## config.mk

```make
export PLATFORM = sky130hd
export DESIGN_NAME = prt_dp_pm_hpd
export DESIGN_NICKNAME = d
export VERILOG_FILES = /design/src/rtl/prt_dp_pm_pkg.sv /design/src/rtl/prt_dp_pm_hpd_flt.sv /design/src/rtl/prt_dp_pm_hpd.sv
export SDC_FILE = /design/constraint.sdc
export NUM_CORES = 1
export LEC_CHECK = 0
export CAP_MARGIN = 10
export CORE_UTILIZATION = 28
export CTS_BUF_LIST = sky130_fd_sc_hd__clkbuf_4 sky130_fd_sc_hd__clkbuf_8 sky130_fd_sc_hd__clkbuf_16
export DETAILED_ROUTE_END_ITERATION = 8
export PLACE_DENSITY = 0.45
export REMOVE_ABC_BUFFERS = 1
export SYNTH_ARGS = -nofsm -noshare
export SYNTH_HDL_FRONTEND = slang
export SYNTH_SLANG_ARGS = --single-unit
export TNS_END_PERCENT = 100
```

## constraint.sdc

```tcl
create_clock -name CLK_IN -period 2.4 [get_ports CLK_IN]
set_input_delay 0.6 -clock CLK_IN [delete_from_list [all_inputs] [get_ports CLK_IN]]
set_output_delay 0.6 -clock CLK_IN [all_outputs]
set_load 0.05 [all_outputs]
```

## src/rtl/prt_dp_pm_pkg.sv

```systemverilog
// -----------------------------------------------------------------------------
// prt_dp_pm_pkg
// Shared definitions for the DP policy maker blocks.
//   - hpd_state_t : hot-plug-detect conditioner states
//   - default µs thresholds and clock/filter defaults for prt_dp_pm_hpd
//   - width and saturation value of the µs interval counter
// -----------------------------------------------------------------------------
package prt_dp_pm_pkg;

  typedef enum logic [1:0] {
    HPD_DISC = 2'd0,  // nothing attached
    HPD_QUAL = 2'd1,  // HPD high, waiting for it to be qualified as a plug
    HPD_CON  = 2'd2,  // sink connected, HPD high
    HPD_LOW  = 2'd3   // connected, HPD low: IRQ, glitch or unplug pending
  } hpd_state_t;

  localparam int C_CLK_FREQ_MHZ_DEF = 50;
  localparam int C_FLT_CYC_DEF      = 8;
  localparam int C_PLUG_US_DEF      = 2000;
  localparam int C_IRQ_MIN_US_DEF   = 250;
  localparam int C_UNPLUG_US_DEF    = 2000;

  // µs interval counter
  localparam int                 C_CNT_W   = 12;
  localparam logic [C_CNT_W-1:0] C_CNT_MAX = '1;

endpackage

```

## src/rtl/prt_dp_pm_hpd_flt.sv

```systemverilog
// -----------------------------------------------------------------------------
// prt_dp_pm_hpd_flt
// Two-flop synchroniser followed by a run-length glitch filter.
// Q_OUT only adopts a new level after P_FLT_CYC consecutive synchronised
// samples at that level, so an edge on A_IN shows up on Q_OUT 2 + P_FLT_CYC
// cycles later; shorter excursions are discarded.
// Ports:
//   CLK_IN  in  clock
//   RST_IN  in  asynchronous reset, active high
//   A_IN    in  raw asynchronous input
//   Q_OUT   out filtered level (reset value 0)
// -----------------------------------------------------------------------------
module prt_dp_pm_hpd_flt #(
  parameter int P_FLT_CYC = 8
) (
  input  logic CLK_IN,
  input  logic RST_IN,
  input  logic A_IN,
  output logic Q_OUT
);

  localparam int                 C_RUN_W    = $clog2(P_FLT_CYC) + 1;
  localparam logic [C_RUN_W-1:0] C_RUN_LAST = C_RUN_W'(P_FLT_CYC - 1);

  logic [1:0]         sync_reg;
  logic [C_RUN_W-1:0] run_reg;
  logic [C_RUN_W-1:0] run_next;
  logic               flt_reg;
  logic               flt_next;

  always_ff @(posedge CLK_IN or posedge RST_IN) begin
    if (RST_IN) begin
      sync_reg <= 2'b00;
      run_reg  <= '0;
      flt_reg  <= 1'b0;
    end else begin
      sync_reg <= {sync_reg[0], A_IN};
      run_reg  <= run_next;
      flt_reg  <= flt_next;
    end
  end

  // run_reg counts consecutive samples that disagree with the current level.
  // Since the level is binary those samples are all equal to each other; the
  // run restarts whenever a sample agrees again, and is consumed on a flip,
  // so it never exceeds P_FLT_CYC-1.
  always_comb begin
    run_next = run_reg;
    flt_next = flt_reg;
    if (sync_reg[1] == flt_reg) begin
      run_next = '0;
    end else if (run_reg >= C_RUN_LAST) begin
      flt_next = sync_reg[1];
      run_next = '0;
    end else begin
      run_next = run_reg + 1'b1;
    end
  end

  assign Q_OUT = flt_reg;

endmodule

```

## src/rtl/prt_dp_pm_hpd.sv

```systemverilog
// -----------------------------------------------------------------------------
// prt_dp_pm_hpd
// Hot-plug-detect conditioner. Filters the raw HPD pin and classifies its
// pulse widths (measured in µs) as plug, unplug or IRQ_HPD.
// Ports:
//   CLK_IN     in  clock
//   RST_IN     in  asynchronous reset, active high
//   EN_IN      in  block enable; 0 holds the FSM in DISC with outputs low
//   HPD_IN     in  raw HPD pin, asynchronous
//   HPD_OUT    out qualified connected level
//   PLUG_OUT   out one-cycle pulse per plug
//   UNPLUG_OUT out one-cycle pulse per unplug
//   IRQ_OUT    out one-cycle pulse per IRQ_HPD
// -----------------------------------------------------------------------------
module prt_dp_pm_hpd
  import prt_dp_pm_pkg::*;
#(
  parameter int P_CLK_FREQ_MHZ = C_CLK_FREQ_MHZ_DEF,
  parameter int P_FLT_CYC      = C_FLT_CYC_DEF,
  parameter int P_PLUG_US      = C_PLUG_US_DEF,
  parameter int P_IRQ_MIN_US   = C_IRQ_MIN_US_DEF,
  parameter int P_UNPLUG_US    = C_UNPLUG_US_DEF
) (
  input  logic CLK_IN,
  input  logic RST_IN,
  input  logic EN_IN,
  input  logic HPD_IN,
  output logic HPD_OUT,
  output logic PLUG_OUT,
  output logic UNPLUG_OUT,
  output logic IRQ_OUT
);

  localparam int                 C_PRE_W      = (P_CLK_FREQ_MHZ > 1) ? $clog2(P_CLK_FREQ_MHZ) : 1;
  localparam logic [C_PRE_W-1:0] C_PRE_LOAD   = C_PRE_W'(P_CLK_FREQ_MHZ - 1);
  localparam logic [C_CNT_W-1:0] C_PLUG_CNT   = C_CNT_W'(P_PLUG_US);
  localparam logic [C_CNT_W-1:0] C_IRQ_CNT    = C_CNT_W'(P_IRQ_MIN_US);
  localparam logic [C_CNT_W-1:0] C_UNPLUG_CNT = C_CNT_W'(P_UNPLUG_US);

  // Elaboration-time parameter sanity checks
  if (P_CLK_FREQ_MHZ < 1) begin : g_chk_clk
    $error("prt_dp_pm_hpd: P_CLK_FREQ_MHZ must be at least 1");
  end
  if (P_FLT_CYC < 1) begin : g_chk_flt
    $error("prt_dp_pm_hpd: P_FLT_CYC must be at least 1");
  end
  if (!(P_IRQ_MIN_US < P_UNPLUG_US)) begin : g_chk_irq
    $error("prt_dp_pm_hpd: P_IRQ_MIN_US must be below P_UNPLUG_US");
  end
  if (P_UNPLUG_US > 4095) begin : g_chk_unplug
    $error("prt_dp_pm_hpd: P_UNPLUG_US must not exceed 4095");
  end
  if (P_PLUG_US > 4095) begin : g_chk_plug
    $error("prt_dp_pm_hpd: P_PLUG_US must not exceed 4095");
  end

  logic               flt;
  logic [C_PRE_W-1:0] pre_reg;
  logic [C_PRE_W-1:0] pre_next;
  logic               tick;
  logic [C_CNT_W-1:0] cnt_reg;
  logic [C_CNT_W-1:0] cnt_next;
  hpd_state_t         state_reg;
  hpd_state_t         state_next;
  logic               hpd_reg, hpd_next;
  logic               plug_reg, plug_next;
  logic               unplug_reg, unplug_next;
  logic               irq_reg, irq_next;

  prt_dp_pm_hpd_flt #(
    .P_FLT_CYC (P_FLT_CYC)
  ) u_flt (
    .CLK_IN (CLK_IN),
    .RST_IN (RST_IN),
    .A_IN   (HPD_IN),
    .Q_OUT  (flt)
  );

  // Free-running µs prescaler; never touched by EN_IN
  assign tick     = (pre_reg == '0);
  assign pre_next = tick ? C_PRE_LOAD : pre_reg - 1'b1;

  // µs interval counter: restarts on every state change (and while disabled)
  // so it always measures time spent in the current state.
  always_comb begin
    cnt_next = cnt_reg;
    if (!EN_IN || (state_next != state_reg)) begin
      cnt_next = '0;
    end else if (tick && (cnt_reg != C_CNT_MAX)) begin
      cnt_next = cnt_reg + 1'b1;
    end
  end

  // State and output registers
  always_ff @(posedge CLK_IN or posedge RST_IN) begin
    if (RST_IN) begin
      pre_reg    <= C_PRE_LOAD;
      cnt_reg    <= '0;
      state_reg  <= HPD_DISC;
      hpd_reg    <= 1'b0;
      plug_reg   <= 1'b0;
      unplug_reg <= 1'b0;
      irq_reg    <= 1'b0;
    end else begin
      pre_reg    <= pre_next;
      cnt_reg    <= cnt_next;
      state_reg  <= state_next;
      hpd_reg    <= hpd_next;
      plug_reg   <= plug_next;
      unplug_reg <= unplug_next;
      irq_reg    <= irq_next;
    end
  end

  // Next-state logic
  always_comb begin
    state_next = state_reg;
    if (!EN_IN) begin
      state_next = HPD_DISC;
    end else begin
      case (state_reg)
        HPD_DISC: if (flt) state_next = HPD_QUAL;
        HPD_QUAL: begin
          if (!flt)                     state_next = HPD_DISC;
          else if (cnt_reg == C_PLUG_CNT) state_next = HPD_CON;
        end
        HPD_CON:  if (!flt) state_next = HPD_LOW;
        HPD_LOW: begin
          // The unplug timeout wins even if HPD has just come back
          if (cnt_reg == C_UNPLUG_CNT) state_next = HPD_DISC;
          else if (flt)                state_next = HPD_CON;
        end
        default:  state_next = HPD_DISC;
      endcase
    end
  end

  // Output decode; registered so pulses line up with the state they enter
  always_comb begin
    plug_next   = 1'b0;
    unplug_next = 1'b0;
    irq_next    = 1'b0;
    if (EN_IN) begin
      case (state_reg)
        HPD_QUAL: plug_next = flt && (cnt_reg == C_PLUG_CNT);
        HPD_LOW: begin
          unplug_next = (cnt_reg == C_UNPLUG_CNT);
          irq_next    = (cnt_reg != C_UNPLUG_CNT) && flt && (cnt_reg >= C_IRQ_CNT);
        end
        default: ;
      endcase
    end
    hpd_next = (state_next == HPD_CON) || (state_next == HPD_LOW);
  end

  assign HPD_OUT    = hpd_reg;
  assign PLUG_OUT   = plug_reg;
  assign UNPLUG_OUT = unplug_reg;
  assign IRQ_OUT    = irq_reg;

endmodule

```

==> flow_summary.yaml <==
outcome:
  outcome: "complete, no violations"
floorplan:
  std_cell_rows: 27
  die_area_um2: 6010
  initial_core_util_pct: 29.0
  core_area_um2: 5510
  io_pins: 8
  die_w_um: 77.5
  dieHeight_um: 77.5
hold_path:
  hold_start: "u_flt.sync_reg[0]$_DFF_PP0_"
  hp-class: "register to register"
  min_to: "u_flt.sync_reg[1]$_DFF_PP0_"
  hold_depth: 0
synthesis:
  synthTopCellsByCount: "dfrtp_1 (28), nor2_1 (12), nand2_1 (11), inv_1 (9), o21ai_0 (9)"
  synth_area_leader_cell: "dfrtp_1"
  netlist_area_um2: 1600
  yosys_warnings: 0
  synthDistinctLibCells: 40
  synth.avg_cell_area_um2: 10.3
  synthesis.instances: 155
  yosys_register_bits: 31
  synthTopCellsByArea: "dfrtp_1 (44%), dfstp_2 (4.9%), ha_1 (4.7%), o21ai_0 (2.8%), nor2_1 (2.8%)"
  synth_most_common_cell: "dfrtp_1"
  yosys_most_used_dff: "dfrtp_1"
  async_flop_share_pct: 100
  yosysSeqAreaShare_pct: 48.8
  synth_top_area_share_pct: 43.9
  synth_edf_count: 0
setup_path:
  crit_path_end_kind: "register"
  arrival_ns: 2.22
  rr_startpoint: "pre_reg[1]$_DFF_PP0_"
  cp-startpoint: "pre_reg[1]$_DFF_PP0_"
  required_ns: 2.60
  r2r_slack_ns: 0.37
  startpoint_type: "register"
  critPathKind: "register to register"
  ff2ff_path_depth: 6
  reg2reg_to: "cnt_reg[9]$_DFFE_PP0P_"
  cp_max_fo: 8
timing:
  worst_pin_slew_ns: 0.501
  max_freq_ghz: 0.494
  setup_viol: 0
  rsz0062_at_grt: "no"
  slew_viol_final: 0
  fin_crit_sh_pct: 84.4
  hold_viol: 0
  tns_ns: 0
  slew_headroom_pct: 66.5
  fin_crit_ns: 2.03
  fin_skew_ns: 0.00592
  fin_ws_ns: 0.374
final_layout:
  final_cells: 240
  synthToLayoutAreaGrowth_pct: 17.1
  largest_register_ffs: 12
  design_area_um2: 1870
  fillers: 571
  drive_gt1_share_pct: 12.5
  regArea_um2: 779
  num-nets-final: 177
  n_antenna_cell: 0
  multi_input_area_um2: 766
power:
  vdd_drop_max_mv: 0.238
  total_power_w: 0.00126
  p_leak_nw: 0.755
  power_density_nw_per_um2: 672
grt:
  grt_pass1_vias: 1245
  use_met1_pct: 15.2
  grtUsageMet2_pct: 20.7
  use_met3_pct: 3.29
  grt_pass1_wl_um: 5940
  grt_max_degree: 32
  overflow: 0
  busiest_layer: "met2"
  grt_usage_pct: 12.6
  grt_antenna_before_repair: 0
routing:
  wl_per_cell_um: 13.7
  drt_iter0_markers: 56
  routed_wl_um: 3280
  vias: 1245
  route.detailed.drc: 0
  via_per_inst: 5.19
  first_pass_iters: 4
  ant_nets: 0
placed_design:
  dp_hpwl_um: 2380
  place_area_um2: 1750
  io_buffers: 7
  gp_congestion: 0.758
  dp_cells: 232
  pre_cts_slack_ns: 0.363
run:
  cap_violations: 0
clock_tree:
  root_buffer: "clkbuf_8"
  cts.sinks: 31
  insertion_delay_ns: 0.28
  cts_hold_buf: 0
  clock_path_buffers: 2
  clk_pin_slew_worst_paths_ns: 0.07
  postCtsSetupBuffers: 0
  cts_inserted_buffers: 5
  cts_tree: "done"
  htreeDepth: 2
  cts_resized: 0
==> layout make-up <==
class	count	area share, %
multi-input combinational	111	40.9
sequential	31	41.6
inverter	9	1.80
clock buffer	6	4.41
tap	72	4.81
clock inverter	2	1.87
timing repair buffer	9	4.55
==> kinds of logic after synthesis <==
family	count (synthesis)	share of synthesized area, %
compound gates	33	14.2
xor+xnor	4	2.19
fa+ha+maj	6	4.70
buf+inv	13	3.29
flops	31	48.8
mux	2	1.33
simple gates	66	25.5
==> critical path: stages (launching register included) <==
cell      delay, ns
dfrtp_1        0.39
inv_1          0.09
ha_1           0.16
nor3b_4        0.34
nand4_4        0.20
or4_4          0.55
a211oi_2       0.21
==> cells in the final DEF (no fill, tap or decap), types with 2 or more instances in the layout <==
| cell type | Yosys | layout |
|---|---|---|
| o31ai_1 | 3 | 3 |
| xor2_1 | 2 | 2 |
| nand3_1 | 6 | 6 |
| or4_1 | 3 | 3 |
| nand2_1 | 11 | 11 |
| and2_1 | 2 | 2 |
| clkdlybuf4s50_1 | 0 | 7 |
| nor4bb_1 | 4 | 4 |
| or3_1 | 3 | 3 |
| xnor2_1 | 2 | 2 |
| ha_1 | 6 | 6 |
| o21ai_0 | 9 | 9 |
| and3_1 | 3 | 3 |
| nor3_1 | 3 | 3 |
| nand3b_1 | 2 | 2 |
| a31oi_1 | 3 | 3 |
| nor2_1 | 12 | 12 |
| nor4_1 | 5 | 5 |
| a211oi_2 | 2 | 2 |
| dfrtp_1 | 28 | 28 |
| a21oi_1 | 6 | 6 |
| buf_4 | 0 | 2 |
| dfstp_2 | 3 | 3 |
| clkbuf_8 | 0 | 6 |
| inv_1 | 9 | 9 |
| a2111oi_1 | 2 | 2 |
| nand4_1 | 5 | 5 |
| a211oi_1 | 5 | 5 |
==> report_power, final <==
part	switching, W	internal (W)	leakage [nW]
Combinational	0.0000886	0.0000511	0.280
Sequential	0.0000265	0.000553	0.414
Clock	0.000203	0.000336	0.0612
==> metal layers <==
| metal | vias to the layer above | part of all wire [%] |
|---|---|---|
| met5 | - | 0 |
| met4 | 0 | 2.6 |
| met3 | 9 | 3.0 |
| met2 | 19 | 48 |
| met1 | 614 | 46 |
| li1 | 603 | - |
==> metrics by stage <==
stage	hold WS (ns)	utilization, %
detailed placement	0.336	31.9
global placement	0.333	31.9
finish	0.348	34.0
floorplan	0.331	-
CTS	0.351	34.0
global route	0.351	34.0
==> worst max-delay path by stage <==
stage | end | depth (start not counted)
finish | cnt_reg[9]$_DFFE_PP0P_ | 6
global route | cnt_reg[2]$_DFFE_PP0P_ | 5
CTS | cnt_reg[9]$_DFFE_PP0P_ | 6
detailed placement | cnt_reg[9]$_DFFE_PP0P_ | 6
global placement | cnt_reg[9]$_DFFE_PP0P_ | 6
floorplan | cnt_reg[9]$_DFFE_PP0P_ | 6
Note: power is estimated with default switching activity, not from simulation.
